==> src/rtl/lsu_pkg.sv <==
// Shared types and helpers for the data-memory load/store unit.
// Width defaults apply only when the shared define file has not set them.
`ifndef LSU_DATA_SIZE
`define LSU_DATA_SIZE 32
`endif
`ifndef LSU_ADDR_SIZE
`define LSU_ADDR_SIZE 10
`endif

package lsu_pkg;

    localparam int DATA_SIZE = `LSU_DATA_SIZE;
    localparam int ADDR_SIZE = `LSU_ADDR_SIZE;

    // Access size as encoded on req_size; 2'b11 is illegal.
    typedef enum logic [1:0] {
        SZ_B = 2'b00,
        SZ_H = 2'b01,
        SZ_W = 2'b10
    } lsu_size_e;

    typedef enum logic [2:0] {
        ST_IDLE,
        ST_LOAD,
        ST_LD_RSP,
        ST_STORE,
        ST_RMW_RD,
        ST_RMW_WR,
        ST_ERR
    } lsu_state_e;

    // Illegal size or an access that is not naturally aligned.
    function automatic logic lsu_bad_access(input logic [1:0] size, input logic [1:0] off);
        return (size == 2'b11) ||
               (size == SZ_H && off[0]) ||
               (size == SZ_W && off != 2'b00);
    endfunction

    // Byte to word, sign- or zero-extended.
    function automatic logic [31:0] lsu_ext8(input logic [7:0] b, input logic uns);
        return {{24{b[7] & ~uns}}, b};
    endfunction

    // Halfword to word, sign- or zero-extended.
    function automatic logic [31:0] lsu_ext16(input logic [15:0] h, input logic uns);
        return {{16{h[15] & ~uns}}, h};
    endfunction

endpackage

==> src/rtl/lsu_align.sv <==
// Combinational lane handling: load extract/extend and sub-word store merge.
// The memory has no byte enables, so sub-word stores rewrite the whole word.
module lsu_align
    import lsu_pkg::*;
(
    input  logic [31:0] i_word,
    input  logic [15:0] i_wdata,
    input  logic [1:0]  i_size,
    input  logic [1:0]  i_off,
    input  logic        i_unsigned,
    output logic [31:0] o_load,
    output logic [31:0] o_merge
);

    logic [7:0]  w_byte;
    logic [15:0] w_half;

    assign w_byte = i_word[{i_off, 3'b000} +: 8];
    assign w_half = i_off[1] ? i_word[31:16] : i_word[15:0];

    // Pick the addressed lane and extend it to a full word.
    always_comb begin
        o_load = i_word;
        case (i_size)
            SZ_B:    o_load = lsu_ext8(w_byte, i_unsigned);
            SZ_H:    o_load = lsu_ext16(w_half, i_unsigned);
            default: o_load = i_word;
        endcase
    end

    // Per byte lane: take store data if the lane is covered, else keep memory.
    genvar gi;
    generate
        for (gi = 0; gi < 4; gi++) begin : g_lane
            localparam logic [1:0] LANE = 2'(gi);
            logic       w_sel;
            logic [7:0] w_src;
            assign w_sel = (i_size == SZ_B && i_off == LANE) ||
                           (i_size == SZ_H && i_off[1] == LANE[1]);
            assign w_src = (i_size == SZ_H) ? i_wdata[8*(gi%2) +: 8] : i_wdata[7:0];
            assign o_merge[8*gi +: 8] = w_sel ? w_src : i_word[8*gi +: 8];
        end
    endgenerate

endmodule

==> src/rtl/dm_lsu.sv <==
// Load/store unit in front of a word-only data memory.
// Translates byte requests into word accesses; sub-word stores use read-modify-write.
module dm_lsu
    import lsu_pkg::*;
#(
    parameter int ADDR_W    = 32,
    parameter int DATA_W    = DATA_SIZE,
    parameter int DM_ADDR_W = ADDR_SIZE
) (
    input  logic                 clk,
    input  logic                 rst,
    input  logic                 req_valid,
    output logic                 req_ready,
    input  logic                 req_we,
    input  logic [1:0]           req_size,
    input  logic                 req_unsigned,
    input  logic [ADDR_W-1:0]    req_addr,
    input  logic [DATA_W-1:0]    req_wdata,
    output logic                 resp_valid,
    output logic                 resp_err,
    output logic [DATA_W-1:0]    resp_rdata,
    output logic                 DM_enable,
    output logic                 DM_write,
    output logic [DM_ADDR_W-1:0] DM_address,
    output logic [DATA_W-1:0]    DM_in,
    input  logic [DATA_W-1:0]    DM_out
);

    lsu_state_e           r_state, w_state_next;
    logic [1:0]           r_off, w_off_next;
    logic [1:0]           r_size, w_size_next;
    logic                 r_uns, w_uns_next;
    logic [15:0]          r_wdata, w_wdata_next;
    logic                 r_dm_en, w_dm_en_next;
    logic                 r_dm_we, w_dm_we_next;
    logic [DM_ADDR_W-1:0] r_dm_addr, w_dm_addr_next;
    logic [DATA_W-1:0]    r_dm_in, w_dm_in_next;
    logic [31:0]          w_load;
    logic [31:0]          w_merge;
    logic                 w_unused;

    // Address bits above the memory range wrap and are intentionally dropped.
    assign w_unused = &{1'b0, req_addr[ADDR_W-1:DM_ADDR_W+2]};

    lsu_align u_align (
        .i_word     (DM_out),
        .i_wdata    (r_wdata),
        .i_size     (r_size),
        .i_off      (r_off),
        .i_unsigned (r_uns),
        .o_load     (w_load),
        .o_merge    (w_merge)
    );

    // State and registered memory controls; reset abandons any pending write.
    always_ff @(posedge clk or negedge rst) begin
        if (!rst) begin
            r_state   <= ST_IDLE;
            r_off     <= '0;
            r_size    <= '0;
            r_uns     <= 1'b0;
            r_wdata   <= '0;
            r_dm_en   <= 1'b0;
            r_dm_we   <= 1'b0;
            r_dm_addr <= '0;
            r_dm_in   <= '0;
        end else begin
            r_state   <= w_state_next;
            r_off     <= w_off_next;
            r_size    <= w_size_next;
            r_uns     <= w_uns_next;
            r_wdata   <= w_wdata_next;
            r_dm_en   <= w_dm_en_next;
            r_dm_we   <= w_dm_we_next;
            r_dm_addr <= w_dm_addr_next;
            r_dm_in   <= w_dm_in_next;
        end
    end

    // Next state and the memory controls for the state being entered.
    always_comb begin
        w_state_next   = r_state;
        w_off_next     = r_off;
        w_size_next    = r_size;
        w_uns_next     = r_uns;
        w_wdata_next   = r_wdata;
        w_dm_en_next   = 1'b0;
        w_dm_we_next   = 1'b0;
        w_dm_addr_next = r_dm_addr;
        w_dm_in_next   = r_dm_in;
        case (r_state)
            ST_IDLE: begin
                if (req_valid) begin
                    w_off_next   = req_addr[1:0];
                    w_size_next  = req_size;
                    w_uns_next   = req_unsigned;
                    w_wdata_next = req_wdata[15:0];
                    if (lsu_bad_access(req_size, req_addr[1:0])) begin
                        w_state_next = ST_ERR;
                    end else begin
                        w_dm_en_next   = 1'b1;
                        w_dm_addr_next = req_addr[DM_ADDR_W+1:2];
                        if (!req_we) begin
                            w_state_next = ST_LOAD;
                        end else if (req_size == SZ_W) begin
                            w_state_next = ST_STORE;
                            w_dm_we_next = 1'b1;
                            w_dm_in_next = req_wdata;
                        end else begin
                            w_state_next = ST_RMW_RD;
                        end
                    end
                end
            end
            ST_LOAD:   w_state_next = ST_LD_RSP;
            ST_RMW_RD: begin
                w_state_next = ST_RMW_WR;
                w_dm_en_next = 1'b1;
                w_dm_we_next = 1'b1;
            end
            ST_RMW_WR: begin
                w_state_next = ST_IDLE;
                w_dm_in_next = w_merge;
            end
            default:   w_state_next = ST_IDLE;
        endcase
    end

    assign req_ready  = (r_state == ST_IDLE);
    assign resp_valid = (r_state == ST_LD_RSP) || (r_state == ST_STORE) ||
                        (r_state == ST_RMW_WR) || (r_state == ST_ERR);
    assign resp_err   = (r_state == ST_ERR);
    assign resp_rdata = (r_state == ST_LD_RSP) ? w_load : '0;

    assign DM_enable  = r_dm_en;
    assign DM_write   = r_dm_we;
    assign DM_address = r_dm_addr;
    // Read data only exists in the write cycle of an RMW, so the merged word
    // bypasses the register there; otherwise DM_in is the registered value.
    assign DM_in      = (r_state == ST_RMW_WR) ? w_merge : r_dm_in;

endmodule

==> config.mk <==
export PLATFORM = sky130hd
export DESIGN_NAME = dm_lsu
export DESIGN_NICKNAME = d
export VERILOG_FILES = /design/src/rtl/lsu_pkg.sv /design/src/rtl/lsu_align.sv /design/src/rtl/dm_lsu.sv
export SDC_FILE = /design/constraint.sdc
export NUM_CORES = 1
export LEC_CHECK = 0
export ABC_AREA = 1
export ABC_CLOCK_PERIOD_IN_PS = 2200
export CAP_MARGIN = 10
export CORE_ASPECT_RATIO = 1.5
export CORE_MARGIN = 8
export CORE_UTILIZATION = 40
export CTS_CLUSTER_DIAMETER = 60
export DETAILED_ROUTE_END_ITERATION = 10
export GPL_TIMING_DRIVEN = 0
export HOLD_SLACK_MARGIN = 0.06
export PLACE_DENSITY = 0.84
export SYNTH_ARGS = -nofsm -noshare
export SYNTH_HDL_FRONTEND = slang
export SYNTH_SLANG_ARGS = --single-unit
==> constraint.sdc <==
create_clock -name clk -period 2.2 [get_ports clk]
set_input_delay 0.55 -clock clk [delete_from_list [all_inputs] [get_ports clk]]
set_output_delay 0.55 -clock clk [all_outputs]
set_load 0.05 [all_outputs]
==> flow_summary.yaml <==
clock_tree:
  insertion_delay_ps: 330
  cts_tree: "built"
  clkTransAtPathRegs_ps: 50
  holdBufCountCts: 0
  cts_made_buffers: 9
  clock_sinks: 68
  htreeDepth: 3
  cts-root-buf: "clkbuf_16"
  cts_buffer_depth: 2
sta:
  worst_pin_slew_ps: 853
  period_needed_ps: 2500
  period_share: 1.14
  final.setup_skew_ps: 5.06
  rsz0062_at_grt: "true"
  setup_violations: 64
  maxSlewViolCount: 0
  slew-limit-headroom: 0.431
  setup_ws_ps: -303
  hold_viol: 0
  fmax_mhz: 400
synth:
  synth_nets: 902
  synthFlopType: "dfrtp_1"
  ys_warn_count: 0
  synth_edf_count: 0
  synth_cell_type_count: 24
  synth.top_cells.by_area: "dfrtp_1 (36%), nand2_1 (34%), nand3_1 (7.6%)"
  async_reset_ff_frac: 1.00
  synth_top_area_frac: 0.356
  yosysTopAreaCell: "dfrtp_1"
  ys_seq_area_frac: 0.356
  ys_seq_elements: 68
  synth_commonest_cells: "nand2_1 (428), nand3_1 (73), dfrtp_1 (68), inv_1 (51), o21ai_0 (45)"
  synthesis.area_sq_um: 4780
  avgSynthCellArea_sq_um: 5.98
  syn_inst: 799
  post-synth-top-count-cell: "nand2_1"
grt:
  grt_pass1_vias: 6190
  grt_max_degree: 69
  grt_usage: 0.248
  grt_overflow_total: 0
  antenna_found_initial: 0
  grt_pass1_wl_um: 31300
layout:
  layout.nets: 1115
  fin_util: 0.701
  areaGrowthSynthToFinish_pct: 73.7
  fill_cells: 812
  antenna_cells: 0
  drive_gt1_frac: 0.305
floorplanning:
  die_x_um: 105
  coreArea_sq_um: 11800
  rows: 49
  initial_core_util: 0.404
  die_height_um: 150
  io_pins: 182
  die_area_sq_um: 15800
placement:
  dp_hpwl_um: 14100
  globalplace.congestion: 0.993
  port_buffers: 161
power:
  p_total_uw: 13600
  powerDensity_nw_per_um2: 1640
  p_leak_uw: 0.00434
  vdd_drop_max_v: 0.00117
critical_path:
  r2r-start: "r_state[0]"
  regToRegEndpoint: "r_wdata[3]"
  path_delay_family: "simple AND/OR/NAND/NOR gates"
  crit_arrival_ps: 1950
  reg2reg_slack_ps: 280
  worst-setup-path-type: "reg -> out"
  crit_top_cell: "nand2_1"
  crit_path_start_kind: "flop"
  slowest_delay_ps: 460
  required_ps: 1650
  slowest_stage: "dfrtp_2"
  reg2reg_depth: 5
  endpoint_kind: "output pin"
  crit_buf_inv: 2
  crit_chain: "nor2_4 -> buf_4 -> nand3_4 -> nand2_4 -> nand2_1 -> nand3_1 -> nand2_1 -> buf_6"
  cp_max_fo: 8
route:
  viasPerCell: 5.64
  vias: 6595
  wire_per_inst_um: 19.4
  drt_first_pass_iters: 7
  drt-initial-drc-count: 682
  wl_um: 22700
  antenna_left: 0
  drc: 0
min_path:
  hp-class: "in -> async"
run_status:
  status: "finished, violations left"
  violations: "negative setup slack"
flow_run:
  drv_cap: 0
-- where the power goes --
part	switching (uW)	internal, uW	total (uW)	leakage (uW)
logic	6530	3540	10100	0.00335
clock network	493	814	1310	0.000135
registers	383	1830	2220	0.000849
total	7410	6180	13600	0.00434
-- worst register-to-register path, stage by stage (launching register included) --
cell and delay [ps]:
dfrtp_2 460, nor2_1 190, nand2_1 140, nor2_2 310, clkbuf_1 410, o21ai_0 230
-- timing repair --
item	4_1_cts	5_1_grt
gates resized for setup	681	123
setup endpoints to repair	67	68
setup buffers	18	14
pin swaps	28	35
gates cloned	6	4
-- cell families after synthesis --
family / after synthesis / synth area share
AO/OA/AOI/OAI: 60 / 0.0681
AND/OR/NAND/NOR: 573 / 0.492
flip-flops: 68 / 0.356
buffers and inverters: 98 / 0.0833
-- metrics by stage --
stage / hold slack [ps] / instances / area, sq um / worst slack [ps] / setup TNS [ps]
after floorplan: 254 / 799 / 4780 / -290 / -3630
after global placement: 448 / 1113 / 6590 / -1690 / -177380
after detailed placement: 455 / 1113 / 6590 / -1410 / -63080
after CTS: 353 / 1152 / 7680 / -177 / -7360
after global routing: 393 / 1169 / 8300 / -373 / -18740
final: 319 / 1169 / 8300 / -303 / -14850
-- final cells by class --
| type | count | area [sq um] | area share |
|---|---|---|---|
| Clock inverter | 2 | 10.0 | 0.00121 |
| Inverter | 59 | 239 | 0.0288 |
| Sequential cell | 68 | 1710 | 0.206 |
| Clock buffer | 13 | 260 | 0.0314 |
| Timing Repair Buffer | 200 | 2130 | 0.256 |
| Multi-Input combinational cell | 636 | 3460 | 0.417 |
| Tap cell | 153 | 191 | 0.0231 |
| Buffer | 38 | 307 | 0.0369 |
-- state kept, by name, indices dropped and copies added, names as in the netlist --
signal,count
r_dm_in,32
r_wdata,16
DM_address,10
r_state,3
r_off,2
r_size,2
DM_enable,1
DM_write,1
r_uns,1
-- cell usage in the layout (no fill, tap or decap), drive strengths merged --
cell and count:
o21ai 45, o21bai 1, clkbuf 35, dlymetal6s2s 1, a21oi 4, clkdlybuf4s50 62, inv 59, o22ai 1
nand3 78, clkdlybuf4s15 2, a22oi 1, nand2 437, o211ai 7, clkinv 2, nor3 1, buf 124
nand3b 16, dlygate4sd2 27, a31oi 1, nor2 44, dfrtp 68
-- worst max-delay path by stage --
stage,from,endpoint,slack (ps),depth (start not counted)
3_5_place_dp,DM_out[31],resp_rdata[30],-1410,11
6_report,r_size[1],DM_in[9],-300,8
2_1_floorplan,DM_out[31],resp_rdata[21],-290,9
4_1_cts,r_size[1],DM_in[14],-180,10
5_1_grt,r_size[1],DM_in[9],-370,8
3_3_place_gp,rst,r_dm_in[3],-1690,1
-- routing by layer --
metal	global-route usage	part of all wire
met5	0	0
met4	0.168	0.072
met3	0.0547	0.089
met2	0.440	0.50
met1	0.256	0.34
No activity file was read; power rests on OpenSTA's default activity.
==> edit: new RTL, config.mk and constraints unchanged <==
Put a register stage on the output `resp_err`. The value now appears one clock later. The other outputs are not delayed to match.
--- a/src/rtl/dm_lsu.sv
+++ b/src/rtl/dm_lsu.sv
@@ -131,3 +131,5 @@
                         (r_state == ST_RMW_WR) || (r_state == ST_ERR);
-    assign resp_err   = (r_state == ST_ERR);
+    always_ff @(posedge clk) begin
+        resp_err <= (r_state == ST_ERR);
+    end
     assign resp_rdata = (r_state == ST_LD_RSP) ? w_load : '0;
Formal check against the unedited RTL: not equivalent (Yosys sat finds a counterexample within 4 cycles, from zero or initial values and one cycle with rst low).
==> edit against the original RTL <==
- synthesized area increased by 0.42%
- hold slack better by 5.7 ps
- total power is 4.9% higher
- the run still ends with negative setup slack left
- critical path depth increased by 3
- routed wire length increased by 2.8%
- highest routed layer unchanged
- global-route usage fell by 0.27 points
- setup slack worse by 300 ps
- sequential cell count rose by 1
- critical path type unchanged
- cell area rose by 4.4%
==> edit: results (changes against the original RTL) <==
[run_status]
status=finished, violations left
violations=negative setup slack

[cts]
path_clk_slew_ps=50  ; about the same

[yosys]
synth.distinct_cells=25  ; +4.2%
synth_fp_nets=903  ; +0.11%
synthArstFlopShare_pct=98.6  ; -1.4 points
syn_avg_cell_area_um2=6.00  ; +0.29%

[global_route]
grt_pass1_vias=6138  ; -0.84%
gr-usage-all-layers_pct=24.5  ; -0.27 points
grt_pass1_wl_um=31000  ; -0.97%

[route]
drt_pass1_iterations=6  ; -1
drcViolationCount=0  ; unchanged
vias=6653  ; +0.88%
drt-total-wl_um=23400  ; +2.8%

[critical_path]
critPathArrivalTime_ps=2260  ; +310 ps
crit_family=buffers and inverters
timing.critical_path.from=r_off[0]
critPathMaxStageDelay_ps=450
cp_max_fo=5  ; -3
critical_path_class=register to output pin
reg2reg_to=r_dm_in[6]
reg2reg_depth=8  ; +3

[finish]
fillers=755  ; -7.0%
drive_gt1_share_pct=34.3  ; +3.8 points
fin_cells=1176  ; +0.60%
nets=1121  ; +0.54%

[sta]
report.final.setup_viol=64  ; unchanged
fin_skew_ps=8.84  ; +3.78 ps
whs_ps=324  ; +5.69 ps
layout_setup_ws_ps=-605  ; -302 ps
max_slew_margin_pct=42.8  ; -0.28 points

[pwr]
ir_worst_vdd_uv=1140  ; -2.4%
power.leakage_nw=4.45  ; +2.6%
net-switching-power_mw=7.69  ; +3.8%

[placed_design]
dp_hpwl_um=14100  ; about the same
dpl_worst_slack_ps=-1470  ; -62.1 ps

## edit: changes by cell type in the layout (fill, tap and decap cells not counted), moves of 4 or more
cell and delta:
buf_8 +15, nand2_1 -28, dlygate4sd2_1 -6, nand2_2 +26, nand3_1 -9, nand3_4 +6
clkdlybuf4s50_1 +7, o21ai_1 -5, buf_6 -17, clkbuf_2 -4, nand3_2 +5
## edit: worst max path at each step
| stage | to | slack (ps) | cells after the start |
|---|---|---|---|
| after floorplan | resp_rdata[16] | -120 | 8 |
| after global placement | r_dm_in[29] | -1670 | 1 |
| after detailed placement | resp_rdata[23] | -1470 | 11 |
| after CTS | DM_in[14] | -150 | 10 |
| after global routing | resp_rdata[3] | -700 | 11 |
| final | resp_rdata[3] | -610 | 11 |
## edit: cells by family (layout without fill, tap and decap cells)
group / count (synthesis) / after routing / synth area share [%]
DFF: 69 / 69 / 35.9
and+or+nand+nor: 573 / 578 / 49.0
buffers and inverters: 98 / 316 / 8.29
AOI/OAI and AO/OA: 60 / 60 / 6.78
## edit: final cells by class
class / instances / area, µm² / area share, %
plain buffers: 39 / 318 / 3.67
clock buffers: 15 / 268 / 3.09
clock inverters: 1 / 5.00 / 0.0578
inverters: 59 / 239 / 2.76
multi-input cells: 638 / 3670 / 42.4
flip-flops and latches: 69 / 1730 / 19.9
well taps: 153 / 191 / 2.21
repair buffers: 202 / 2250 / 25.9
## edit: metrics by stage
stage	setup TNS [ps]	cell area, µm²
final	-16160	8670
after detailed placement	-64530	6630
after global placement	-176980	6630
after global routing	-19730	8670
after CTS	-6840	7680
after floorplan	-1770	4830
## edit: repair_timing
item | in CTS | in global routing
endpoints found under the setup margin | 66 | 69
gates cloned | 3 | 7
setup buffers | 21 | 15
pin swaps | 14 | 40
resized for setup | 639 | 212
endpoints found under the hold margin | 0 | 0
## edit: per-layer routing
layer  part of all wire (%)  vias to the layer above  GRT usage (%)  routed length, µm
met5                      0                        -              0                  0
met4                    6.9                        0           16.3               1600
met3                    9.4                      142           5.23               2190
met2                     51                      483           44.2              11900
met1                     33                     3088           25.1               7720
li1                       -                     2940              -                  -
## edit: power by group through the flow
stage | Clock (mW) | Sequential [mW] | Combinational, mW
floorplan | 0 | 2.47 | 4.66
global placement | 0 | 2.14 | 7.23
detailed placement | 0 | 2.16 | 7.30
CTS | 1.34 | 2.18 | 8.59
global route | 1.41 | 2.29 | 11.2
finish | 1.34 | 2.24 | 10.7
